**config.mk**
```make
export PLATFORM = sky130hd
export DESIGN_NAME = distance_controller
export DESIGN_NICKNAME = d
export VERILOG_FILES = /design/src/rtl/distance_controller.sv
export SDC_FILE = /design/constraint.sdc
export NUM_CORES = 1
export LEC_CHECK = 0
export CAP_MARGIN = 15
export CORE_MARGIN = 10
export CORE_UTILIZATION = 50
export CTS_CLUSTER_SIZE = 16
export DETAILED_ROUTE_END_ITERATION = 8
export GPL_ROUTABILITY_DRIVEN = 1
export GPL_TIMING_DRIVEN = 0
export PLACE_DENSITY_LB_ADDON = 0.3
export SYNTH_ARGS = -nofsm -noshare
export SYNTH_HDL_FRONTEND = slang
export SYNTH_SLANG_ARGS = --single-unit
```
**constraint.sdc**
```tcl
create_clock -name clk -period 3.5 [get_ports clk]
set_input_delay 0.525 -clock clk [delete_from_list [all_inputs] [get_ports clk]]
set_output_delay 0.525 -clock clk [all_outputs]
set_load 0.05 [all_outputs]
```
**src/rtl/distance_controller.sv**
```systemverilog
// Sequencer for the distance = velocity x steps repeated-addition datapath.
// Latency: start to done is steps+2 cycles (INIT, steps x ACCUM, DONE); outputs decode from the state register only.
// Backpressure: none; start is honoured only in IDLE/DONE and ignored while a run is in progress.
module distance_controller #(
  parameter int WIDTH = 16
) (
  input  logic             clk,
  input  logic             rst_n,
  input  logic             start_i,
  input  logic [WIDTH-1:0] steps_i,
  input  logic             acc_ovf_i,
  output logic             vel_load_o,
  output logic             acc_clr_o,
  output logic             acc_load_o,
  output logic             step_inc_o,
  output logic             busy_o,
  output logic             done_o,
  output logic             overflow_o,
  output logic [WIDTH-1:0] step_count_o
);

  typedef enum logic [1:0] {
    S_IDLE  = 2'd0,
    S_INIT  = 2'd1,
    S_ACCUM = 2'd2,
    S_DONE  = 2'd3
  } state_e;

  localparam logic [WIDTH-1:0] ONE = WIDTH'(1);

  state_e           state_q, state_d;
  logic [WIDTH-1:0] target_q, target_d;
  logic [WIDTH-1:0] step_count_q, step_count_d;
  logic             overflow_q, overflow_d;
  logic             last_step;

  // The addition happening this cycle is the final one of the run.
  assign last_step = (step_count_q == (target_q - ONE));

  // State, target, counter and sticky overflow registers.
  always_ff @(posedge clk or negedge rst_n) begin
    if (!rst_n) begin
      state_q      <= S_IDLE;
      target_q     <= '0;
      step_count_q <= '0;
      overflow_q   <= 1'b0;
    end else begin
      state_q      <= state_d;
      target_q     <= target_d;
      step_count_q <= step_count_d;
      overflow_q   <= overflow_d;
    end
  end

  // Next-state logic; counter and overflow hold outside INIT/ACCUM so the
  // last run's result stays visible through DONE and IDLE.
  always_comb begin
    state_d      = state_q;
    target_d     = target_q;
    step_count_d = step_count_q;
    overflow_d   = overflow_q;
    unique case (state_q)
      S_IDLE: begin
        if (start_i) begin
          target_d = steps_i;
          state_d  = S_INIT;
        end
      end
      S_INIT: begin
        step_count_d = '0;
        overflow_d   = 1'b0;
        state_d      = (target_q == '0) ? S_DONE : S_ACCUM;
      end
      S_ACCUM: begin
        // The carrying addition is still performed, so it is counted.
        step_count_d = step_count_q + ONE;
        if (acc_ovf_i) begin
          overflow_d = 1'b1;
          state_d    = S_DONE;
        end else if (last_step) begin
          state_d = S_DONE;
        end
      end
      S_DONE: begin
        // Back-to-back runs skip IDLE entirely.
        if (start_i) begin
          target_d = steps_i;
          state_d  = S_INIT;
        end else begin
          state_d = S_IDLE;
        end
      end
      default: state_d = S_IDLE;
    endcase
  end

  // Moore output decode; strobes fall as soon as reset clears the state.
  always_comb begin
    vel_load_o = 1'b0;
    acc_clr_o  = 1'b0;
    acc_load_o = 1'b0;
    step_inc_o = 1'b0;
    busy_o     = 1'b0;
    done_o     = 1'b0;
    unique case (state_q)
      S_IDLE: ;
      S_INIT: begin
        vel_load_o = 1'b1;
        acc_clr_o  = 1'b1;
        busy_o     = 1'b1;
      end
      S_ACCUM: begin
        acc_load_o = 1'b1;
        step_inc_o = 1'b1;
        busy_o     = 1'b1;
      end
      S_DONE: done_o = 1'b1;
      default: ;
    endcase
  end

  assign overflow_o   = overflow_q;
  assign step_count_o = step_count_q;

endmodule
```
Yosys cells after proc, flatten, opt, wreduce, memory -nomap -nowiden --
Index checks and enable logic that the tools add are counted.
Storage, ports and cells: bits in registers 35, bits in latches 0, bits in writable memories 0, bits in read-only memories 0, input bits 20, memories 0
Cells by class: add/subtract/negate cells 2, multiply operators 0, divide/modulo/power cells 0, magnitude comparators 0, eq/ne operators 7, shift operators 0, muxes and demuxes 13, bitwise operators 0, reduce and logical (&&, ||, !) cells 8
Operators with widths (number):
- $pmux W16 S2 | 1
- $add A16 B1 Y16 const B | 1
- $eq A16 B16 Y1 | 1
- $logic_not A16 Y1 | 1
- $sub A16 B1 Y16 const B | 1
- $pmux W2 S4 | 1
- $mux W1 | 7
- $mux W2 | 3
- $reduce_and A2 Y1 | 3
- $eq A2 B2 Y1 const B | 2
- $ne A2 B2 Y1 const B | 2
- $reduce_or A2 Y1 | 2
- $ne A3 B3 Y1 const B | 1
- $eq A2 B1 Y1 const B | 1
- $logic_not A2 Y1 | 1
- $pmux W1 S2 | 1
- $reduce_bool A2 Y1 | 1

Logic depth before layout (Yosys ltp) --
Gate-level depths: netlist (run 1).
depth in word-level cells 5, depth in mapped cells 10, depth with buffers taken out 9

Worst setup path before layout (run 1) --
No wires, ideal clock.
path kind register to register, start reg target_q[0], end reg state_q[1], setup time 125 ps, arrival 2645 ps, required time 3375 ps, setup slack 730 ps, cell stages (with the launch flop) 11, path buffers 1, cells stage by stage dfrtp_1 inv_1 ha_1 or4b_4 buf_6 or2_0 a311oi_1 a31o_2 a21oi_2 o41ai_4 mux2_4
On the way: word-level cells in the longest chain between the ends 4
RTL lines:
- start: declaration | RTL line 32 | logic [WIDTH-1:0] target_q, target_d;
- start signal: assignment | RTL line 49 | target_q <= target_d;
- $sub A16 B1 Y16 | RTL line 38 | assign last_step = (step_count_q == (target_q - ONE));
- $eq A16 B16 Y1 | RTL line 38
- $ne A3 B3 Y1 (no source line)
- $reduce_and A2 Y1 (no source line)
- end signal: assignment | RTL line 48 | state_q <= state_d;
- end: declaration | RTL line 31 | state_e state_q, state_d;
No other way between the ends. A chain may end at the register's enable or synchronous reset.

Worst setup path in the final report (run 1) --
start reg target_q[7], end reg state_q[1]
Same word-level chain as after synthesis.

==> impl.org, run 1 <==
** Status
- The flow ran to the end, and the final reports show no timing, DRC or antenna violations.

** Clocking
- The number of clock buffers added by TritonCTS is 5.
- The clock reaches the later pin of the worst-skew pair after around 290 ps.
- In this run the post-CTS setup repair buffer count came out at 0.
- TritonCTS clock tree :: done
- Quantity of gates resized following cts :: 0
- The clock tree synthesis step divided the H-tree into 2 levels.
- The number of hold buffers added after CTS was 0.
- The tree built by TritonCTS fans out to 35 sinks.
- In this run the deepest clock path goes through 2 buffers.
- Root cell of the clock tree :: clkbuf_8
- After clock tree synthesis, the clock-pin slew on the worst setup and hold paths is around 80 ps.

** Routing
- Dividing the detail-routed wire length by the instance count gives ~16 um.
- Summed over all layers, the routed wires come to just under 5000 um.
- Across all layers, the routed design uses 1624 vias.
- Via count normalized by instance count :: about 5.2
- The count of nets left with antenna violations once routing finished came out at 0.
- In the routed design, unresolved DRC markers number 0.
- The first detailed-routing pass ran for 4 iterations.
- Number of DRC violations after detailed-routing iteration 0 :: approximately 70

** Min path
- Min-delay worst type :: in -> async

** Place
- Quantity of I/O buffers inserted on ports :: 42
- GP Congestion :: slightly below 0.9
- Count of placed standard cells including taps :: 302
- Detailed Place HPWL :: 3620 um

** Timing
- Setup violations remaining at the end of the flow were counted as 0.
- The smallest clock period supported by the final layout is computed as ~3000 ps.
- Slew headroom :: a little under half
- The number of pins with negative max-slew slack in the final report was 0.
- Sum of negative setup slack :: 0 ps
- Worst clock skew :: roughly 10 ps
- The final-report hold violation count is 0.
- Share of the clock period used by the worst path after layout :: a little under nine tenths
- Hold timing on the final database bottoms out at a slack of about 300 ps.
- At the pin with the least slew margin, the transition time is a little under 800 ps.
- Maximum clock rate :: between 300 and 400 MHz
- Setup repair after global routing missed its margin :: no

** Die
- Std-Cell Rows :: 23
- Pin placement for this block handled 43 I/O pins.
- Once the floorplan was initialized, standard cells occupied between 50% and 60% of the core.
- DIE AREA :: ~0.0073 mm^2
- Y dimension of the die :: 85.2 um
- Core Area :: 0.00406 mm^2
- X dimension of the die :: 85.2 um

** Synth
- Counting instances in the post-synthesis netlist gives the leading cell types as dfrtp_1, xor2_1, nor2_1.
- In this run the cell area of the synthesized design comes to between 0.002 and 0.0025 mm^2.
- Part of the Yosys area used for sequential elements :: approximately 41%
- The biggest area contributor in the post-synthesis netlist is dfrtp_1.
- Post-synthesis register bit count :: 35
- Post-synthesis average cell area :: about 10 um^2
- Main flop type after synthesis :: dfrtp_1
- Synthesis produced a netlist whose cell count is 210.
- Async set-or-reset flop fraction in the synthesized netlist :: 100%
- By area the synthesized netlist is led by dfrtp_1, xor2_1, mux2_2, xnor2_1, ha_1.
- Synth cell types :: 40
- Mapped Nets :: ~240
- Leading cell type by number of instances after synthesis :: dfrtp_1
- In this run, synthesis inferred 0 flip-flops with an integrated enable.
- After synthesis, the largest area contributor takes up slightly above 40% of total cell area.
- The Yosys step of the flow raised 0 warnings.

** GRT
- Total track usage :: a little over an eighth
- The via count of the first global-routing pass was about 1.7k.
- First-pass GRT wire length :: 8160 um
- The number of antenna violations at the first check in global routing was 0.
- Total global routing overflow :: 0
- Largest net degree at the start of global routing :: 36

** Setup path
- At the worst endpoint, the arrival time is 3190 ps.
- The worst setup path is captured at a flop.
- Kind of launch point of the worst setup path :: flop
- Measured in cells, the most critical reg-to-reg path has a length of 7.
- Of all nets on the critical path, the largest fanout is 5.
- The worst setup path is of the reg -> reg kind.
- CP Data Required Time :: approximately 3700 ps

** Run
- Max_cap viols :: 0

** Power
- The internal portion of the total power is 1330 uW.
- For this design the static power due to leakage is 0.00114 uW.
- Dividing total power by cell area gives a power density of about 840 mW/mm^2.
- Fraction of power spent switching nets :: a little over two fifths
- Share of power burned in registers :: a little under a third
- Combinational power share :: 50.7%
- Part of the total power dissipated in the clock network :: 19.1%
- VDD sags by at most around 0.52 mV.
- In this run the power spent charging and discharging nets is around 980 uW.

** Layout
- Relative to the synthesized area, the layout overhead comes to 28.9%.
- Measured on the finished design, the core utilization comes to between 60% and 70%.
- Layout Cells excl Fill :: between 300 and 400
- Fill cell count :: ~320
- The final layout contains ~290 nets.
- The repair_antennas step left the layout with diodes totalling 0.
- Fraction of final layout cells with drive strength greater than 1 :: 13.1%
-- path summary, 6_finish.rpt --
path / startpoint / endpoint / slack [ps]
max: target_q[7] / state_q[1] / 480
min: rst_n / overflow_o / 300
max reg2reg: target_q[7] / state_q[1] / 480
min reg2reg: overflow_o / overflow_o / 540
max in group asynchronous: rst_n / target_q[9] / 2700
min in group clk: overflow_o / overflow_o / 540
-- state kept, by name, summed over array words and instances (netlist names) --
| name | cells |
|---|---|
| state_q | 2 |
| step_count_o | 16 |
| target_q | 16 |
| overflow_o | 1 |
-- worst max-delay path, stage by stage (launching register included) --
cell	delay, ps
dfrtp_1	450
or4_1	600
or3_1	410
nor4_1	280
xnor2_1	170
o221ai_1	190
o41ai_4	470
mux2_4	330
-- layout make-up --
type / instances / area, um^2 / share of cell area, %
repair buffers: 42 / 415 / 15.2
clock inverters: 3 / 67.6 / 2.46
clock buffers: 5 / 68.8 / 2.51
well taps: 50 / 62.6 / 2.28
inverters: 8 / 30.0 / 1.10
multi-input cells: 155 / 1150 / 42.1
flip-flops and latches: 35 / 876 / 31.9
plain buffers: 12 / 67.6 / 2.46
-- power groups by stage --
| stage | registers [uW] | clock network, uW | logic [uW] |
|---|---|---|---|
| 2_1_floorplan | 699 | 0 | 859 |
| 3_3_place_gp | 687 | 0 | 1150 |
| 3_5_place_dp | 696 | 0 | 1160 |
| 4_1_cts | 690 | 446 | 1170 |
| 5_1_grt | 717 | 464 | 1260 |
| 6_report | 694 | 440 | 1170 |
-- cell families (layout without fill, tap and decap cells) --
kind of cell,Yosys count,after routing,share of synthesized area (%)
compound gates,20,20,7.12
xor+xnor,37,37,15.2
fa+ha+maj,7,7,4.12
buf+inv,20,70,4.59
flops,35,35,41.2
mux,18,18,9.59
simple gates,73,73,18.2
-- layout by cell type (no fill, tap or decap), types with 2 or more instances in the layout --
cell,count
clkbuf_8,5
buf_4,2
mux2_2,15
clkbuf_1,8
dfrtp_1,35
xor2_1,22
nor2_1,20
or3_1,2
nor2b_1,3
inv_1,8
nor3_1,4
nand2_1,11
mux2i_1,2
buf_6,2
and4_1,3
xnor2_1,15
ha_1,7
and3_1,4
nand4_1,2
a211oi_1,2
nand3_1,10
o21ai_0,7
clkdlybuf4s50_1,41
nor4_1,6
a21oi_1,3
bufinv_16,2
-- per-stage QoR --
stage	total power (uW)	cell area (um^2)	worst slack, ps
global placement	1830	2610	543
floorplan	1560	2130	730
finish	2300	2740	482
global route	2440	2740	364
detailed placement	1860	2610	510
CTS	2310	2740	462
-- metal layers --
layer  global-route usage, %  wire, um
met3                    4.78       270
met5                       0         0
met4                    4.34        68
met1                    16.0      2180
met2                    22.8      2410
(Power assumes the default switching activity.)
==> run 2: changes to the inputs <==
Settings changed: DONT_BUFFER_PORTS from default to 1.
==> run 2 against run 1 <==
  * Sequential power up 6.2%
  * Power down 12%
  * Routed wire length down 8.6%
  * Clock power down 35%
  * Critical endpoint unchanged
  * Largest cell class unchanged
==> impl.org, run 2 (synthesis gave the netlist of run 1 again) <==
** Routing
- WL met1 :: roughly 1900 um
- Length of the first detailed-routing pass in iterations :: 4
- Remaining antenna violation count :: 0
- Total number of vias :: 1486
- Top routing layer used :: met4
- Met3 WL :: approximately 260 um
- The final layout contains routed wiring with a total length of between 4000 and 5000 um.
- In the routed design, unresolved DRC markers number 0.
- DR WL met2 :: 2260 um
- After detailed routing, the number of vias per cell comes to between 5 and 6.
- In the final routed layout, each cell accounts on average for roughly 17 um.
- The first routing iteration left 62 violations.

** Die
- X dimension of the die :: roughly 85 um
- Once the floorplan was initialized, standard cells occupied a little over half of the core.
- The floorplan has 23 rows.
- The core region is between 0.004 and 0.005 mm^2.
- Y dimension of the die :: about 85 um
- I/O pins :: 43
- The floorplan step defined a die boundary enclosing ~0.0073 mm^2.

** Power
- Internal power comes to ~1100 uW.
- Power spread over the standard cell area amounts to just under 900 mW/mm^2.
- Fraction of power spent switching nets :: between 40 and 50%
- Part of the total power dissipated in the clock network :: between 10% and 20%
- The share of total power dissipated in combinational logic is 49.1%.
- Leakage dissipation :: between 0.0009 and 0.001 uW
- In this run the power spent charging and discharging nets is ~930 uW.
- VDD sags by at most a little over 0.4 mV.
- Of the total power, registers draw 36.6%.

** Timing
- Post-route setup slack :: around 440 ps
- Slew headroom :: ~47%
- Static timing analysis puts the maximum clock frequency at roughly 330 MHz.
- Number of failing hold endpoints at the final stage :: 0
- Sum of negative setup slack :: 0 ps
- Between clock sinks in the finished design, the worst skew comes to 3.20 ps.
- Transition time at the pin with the least slew margin :: around 790 ps
- Share of the clock period used by the worst path after layout :: just under 90%
- Across all hold checks on the routed design, the worst slack comes to 57.3 ps.
- Setup repair after global routing missed its margin :: no
- The number of pins with negative max-slew slack in the final report is 0.
- Total setup violations reported at the end of the flow :: 0
- The worst path in the final design needs a cycle of about 3100 ps, including I/O delays and setup.

** GRT
- Number of antenna violations at the first check in global routing :: 0
- Global routing finished with a remaining overflow of 0.
- Entering global routing, the biggest net connects 36 pins.
- First-pass GRT wire length :: around 7400 um
- Number of global-route vias before repair :: about 1.4k
- For this run, the total global-route usage over all layers was measured as approximately an eighth.

** Clocking
- Number of clock buffers inserted by TritonCTS :: 5
- TritonCTS sink count :: 35
- Clock-pin slew reported for the worst setup and hold paths after clock tree synthesis :: 70 ps
- Root cell of the clock tree :: clkbuf_8
- The clock passes through at most 2 buffers.
- H-tree levels :: 2
- TritonCTS clock tree :: done
- Gates resized during post-CTS repair numbered 0.
- The later pin in the worst-skew pair is clocked with a latency of about 290 ps.

** Layout
- Final design utilization :: a little under three fifths
- Synthesis-to-layout area growth :: 8.06%
- Fill cell count :: between 300 and 400
- The library cell used most frequently in the layout, excluding fill and tap cells, is dfrtp_1.
- N_diodes :: 0
- Cells with a size suffix above 1 make up about 16% of the layout.
- The library cells used most frequently in the layout, excluding fill and tap cells, are dfrtp_1, xor2_1, nor2_1.
- For this run, the post-layout net count is approximately 250.

** Place
- In this run the tool buffered the top-level ports with 0 buffer cells.
- At the end of routability-driven placement, the weighted congestion stood at roughly 0.79.
- Detailed Place HPWL :: between 3000 and 4000 um
- Pre-CTS setup slack :: 464 ps

** Setup path
- In this run the worst path has a maximum fanout of 6.
- The startpoint identified for the worst register-to-register timing path is target_q[0].
- Measured in cells, the most critical reg-to-reg path has a length of 10.
- Worst stage delay on the critical path :: about 480 ps
- For this design, the slowest cell found on the critical path is or4b_4.
- The worst setup path is captured at a flop.
- Start-to-end type of the worst setup path :: reg -> reg
- Flop-to-flop setup slack :: ~440 ps
- CP Data Required Time :: 3680 ps
- STA classifies the critical path startpoint as a flop.
- Endpoint arrival time on the critical path :: between 3000 and 4000 ps
- Capture point of the worst reg-to-reg path :: state_q[1]
- CP cell instances :: inv_1 -> ha_1 -> or4b_4 -> buf_6 -> nor3_2 -> nor2_1 -> a211oi_1 -> o221ai_1 -> o41ai_4 -> mux2_4

** Run
- The tool flagged a number of max-cap violations equal to 0.

** Min path
- Min-delay worst type :: in -> async

** Status
- Run status :: completed
-- run 2: changes by cell type in the layout (fill, tap and decap cells not counted) --
cell / previous run / this run
buf_12: 0 / 1
buf_2: 1 / 0
bufinv_16: 2 / 0
clkdlybuf4s50_1: 41 / 0
clkinv_2: 0 / 1
clkinvlp_4: 1 / 2
-- run 2: worst max-delay path by stage --
stage | startpoint | end | slack, ps
floorplan | target_q[0] | state_q[1] | 730
global placement | target_q[0] | state_q[1] | 530
detailed placement | target_q[0] | state_q[1] | 460
CTS | target_q[0] | state_q[1] | 450
global route | target_q[0] | state_q[1] | 320
finish | target_q[0] | state_q[1] | 440
-- run 2: stage by stage --
stage               power (uW)  area [um^2]  cells
floorplan                 1560         2130    210
global placement          1710         2190    260
detailed placement        1730         2190    260
CTS                       2040         2300    269
global route              2160         2300    269
finish                    2010         2300    269
-- run 2: power by group through the flow --
stage | Sequential, uW | Clock [uW] | Combinational [uW]
final | 737 | 288 | 990
after global routing | 756 | 312 | 1090
after CTS | 737 | 299 | 1000
after detailed placement | 743 | 0 | 990
after global placement | 740 | 0 | 973
after floorplan | 699 | 0 | 859
-- run 2: area by class of cell --
type / instances / area [um^2] / share of cell area [%]
multi-input cells: 155 / 1150 / 50.2
flip-flops and latches: 35 / 876 / 38.1
clock buffers: 5 / 68.8 / 2.99
plain buffers: 12 / 67.6 / 2.94
well taps: 50 / 62.6 / 2.72
inverters: 8 / 30.0 / 1.31
clock inverters: 3 / 20.0 / 0.871
repair buffers: 1 / 20.0 / 0.871
-- run 2: worst max-delay path: cells and delay by family, from the launching register on --
| family | cells | cell delay, ps |
|---|---|---|
| AOI/OAI and AO/OA | 3 | 950 |
| and+or+nand+nor | 3 | 730 |
| DFF | 1 | 430 |
| muxes | 1 | 330 |
| buffers and inverters | 2 | 260 |
| adders and majority gates | 1 | 250 |
-- run 2: metal layers --
layer / track usage [%] / up-vias
li1: - / 740
met1: 14.5 / 717
met2: 20.7 / 23
met3: 3.82 / 6
met4: 5.39 / 0
met5: 0 / -
-- run 2: what timing repair did --
item,in CTS,in global routing
setup buffers,0,0
hold buffers,1,0
endpoints found under the setup margin,0,0
endpoints found under the hold margin,35,0
==> run 3: changes to the inputs <==
Settings changed: GPL_TIMING_DRIVEN 0 to default.
==> run 3 against run 2 <==
  * Worst hold slack better by 5.6 ps
  * Sequential share of layout area is 0.17 points lower
  * Critical endpoint unchanged
  * Largest cell class unchanged
  * Power is 5.9% higher
==> impl.org, run 3 (synthesis gave the netlist of run 1 again) <==
** Place
- Detailed placement ended at an HPWL of about 3500 um.
- At the end of routability-driven placement, the weighted congestion stood at 0.922.
- Quantity of I/O buffers inserted on ports :: 0
- Before CTS, the worst setup slack after placement is roughly 630 ps.

** Setup path
- Counting cells, the worst reg-to-reg path comes to 9.
- Start-to-end type of the worst setup path :: reg -> reg
- STA classifies the critical path endpoint as a flop.
- For the worst setup path, the data required time is around 3700 ps.
- Reg-to-reg critical path startpoint :: target_q[0]
- Largest fanout on the critical path :: 6
- Walking the worst path, the cells encountered are inv_1 -> ha_1 -> or4b_4 -> nor3_2 -> nor2_1 -> a211oi_1 -> o221ai_1 -> o41ai_4 -> mux2_4.
- STA classifies the critical path startpoint as a flop.
- Capture point of the worst reg-to-reg path :: state_q[1]
- For this run, the slowest stage of the critical path takes between 500 and 600 ps.
- Endpoint arrival time on the critical path :: between 3000 and 4000 ps
- The slowest stage of the critical path belongs to the cell or4b_4.
- Flop-to-flop setup slack :: slightly above 600 ps

** Clocking
- Clock-pin slew reported for the worst setup and hold paths after clock tree synthesis :: 70 ps
- The tree built by TritonCTS fans out to 35 sinks.
- Post-CTS timing repair inserted 0 buffers for setup.
- Number of clock buffers inserted by TritonCTS :: 5
- H-tree levels :: 2
- Root cell of the clock tree :: clkbuf_8
- In this run the deepest clock path goes through 2 buffers.
- TritonCTS clock tree :: done
- Clock latency on the worst-skew pair, taken at its later pin, is 290 ps.

** Timing
- Sum of negative setup slack :: 0 ps
- Worst clock skew :: 4.73 ps
- In this run the tightest slew margin relative to its limit is between 40% and 50%.
- Number of failing hold endpoints at the final stage :: 0
- Transition time at the pin with the least slew margin :: about 870 ps
- Setup violations remaining at the end of the flow were counted as 0.
- Count of pins over their slew limit :: 0
- Setup repair after global routing missed its margin :: no
- Dividing the final minimum period by the clock period gives between 80% and 90%.
- Post-route setup slack :: between 600 and 700 ps
- Final critical-path required period :: slightly below 3000 ps
- For this run, the top clock speed supported by timing is about 350 MHz.

** Die
- Effective utilization at floorplan :: 52.4%
- Std-Cell Rows :: 23
- Core Area :: 0.00406 mm^2
- Y dimension of the die :: ~85 um
- The die covers between 0.007 and 0.008 mm^2.
- I/O pins :: 43
- X dimension of the die :: 85.2 um

** Routing
- The count of nets left with antenna violations once routing finished came out at 0.
- The pre-antenna-repair detailed-routing pass consisted of 4 iterations.
- After detailed routing, the total wire length is between 4000 and 5000 um.
- Total number of vias :: approximately 1.5k
- Routed wirelength normalized by instance count :: about 18 um
- Drc violations :: 0
- Using the TritonRoute via totals, the vias-per-cell ratio works out to around 5.7.
- Number of DRC violations after detailed-routing iteration 0 :: 71

** Power
- VDD sags by at most 0.411 mV.
- The analysis attributes to cell leakage a power of 0.000988 uW.
- Overall power consumption after layout is estimated at around 2100 uW.
- Power density cells :: roughly 900 mW/mm^2

** Layout
- Measured on the finished design, the core utilization comes to approximately 57%.
- In the final layout, the share of cells above drive strength 1 is between 15 and 20%.
- Synthesis-to-layout area growth :: 8.53%
- Top library cells by usage in the layout, fill and taps aside :: dfrtp_1, xor2_1, nor2_1
- N_diodes :: 0
- For this run, the post-layout net count is roughly 240.
- Most frequent standard cell in the layout excluding fill and tap cells :: dfrtp_1

** GRT
- Met1 capacity usage during global routing :: between 10% and 20%
- The via count of the first global-routing pass is ~1.5k.
- Global routing used ~4.4% of the available met3 tracks.
- Total track usage :: 12.9%
- Global-route layer with the greatest usage :: met2
- Global Route met2 Usage :: between 20 and 25%
- First-pass GRT wire length :: about 7700 um
- Entering global routing, the biggest net connects 36 pins.
- Number of antenna violations at the first check in global routing :: 0
- Total global routing overflow :: 0

** Status
- The flow ran to the end, and the final reports show no timing, DRC or antenna violations.

** Min path
- Min-delay worst type :: in -> async

** Run
- Max-cap violations in this run came to 0.
run 3: metal layers:
layer  share of wire, %  vias up
met1                 43      732
li1                   -      718
met2                 50       28
met5                  0        -
met3                5.9        5
met4                1.4        0
run 3: worst max-delay path by stage:
| stage | start | endpoint | slack (ps) | cells past startpoint |
|---|---|---|---|---|
| 2_1_floorplan | target_q[0] | state_q[1] | 730 | 10 |
| 3_3_place_gp | target_q[7] | state_q[1] | 670 | 7 |
| 3_5_place_dp | target_q[0] | state_q[1] | 630 | 9 |
| 4_1_cts | target_q[0] | state_q[1] | 610 | 9 |
| 5_1_grt | target_q[0] | state_q[1] | 420 | 9 |
| 6_report | target_q[0] | state_q[1] | 620 | 9 |
run 3: area by class of cell:
| class | count | area [um^2] |
|---|---|---|
| Fill cell | 354 | 1750 |
| Clock inverter | 3 | 67.6 |
| Timing Repair Buffer | 5 | 50.0 |
| Clock buffer | 5 | 68.8 |
| Inverter | 8 | 30.0 |
| Tap cell | 50 | 62.6 |
| Multi-Input combinational cell | 155 | 1150 |
| Sequential cell | 35 | 876 |
run 3: where the power goes:
group,switching [uW],internal [uW],total (uW)
clock network,152,284,436
logic,557,389,946
registers,223,528,752
total,933,1200,2130
run 3: what timing repair did:
action,CTS,global route
hold buffers,1,0
resized for setup,0,0
setup endpoints to repair,0,0
endpoints found under the hold margin,35,0
run 3: stage by stage:
| stage | std cells | cell area [um^2] | hold WS [ps] |
|---|---|---|---|
| 6_report | 261 | 2310 | 62.9 |
| 3_5_place_dp | 252 | 2150 | 230 |
| 2_1_floorplan | 210 | 2130 | 229 |
| 5_1_grt | 261 | 2310 | 66.4 |
| 3_3_place_gp | 252 | 2150 | 230 |
| 4_1_cts | 261 | 2310 | 61.1 |
run 3: worst max-delay path: cells and delay by family (launching register included):
kind / cells / cell delay (ps)
buf+inv: 1 / 110
fa+ha+maj: 1 / 250
mux: 1 / 330
simple gates: 3 / 790
compound gates: 3 / 870
flops: 1 / 420
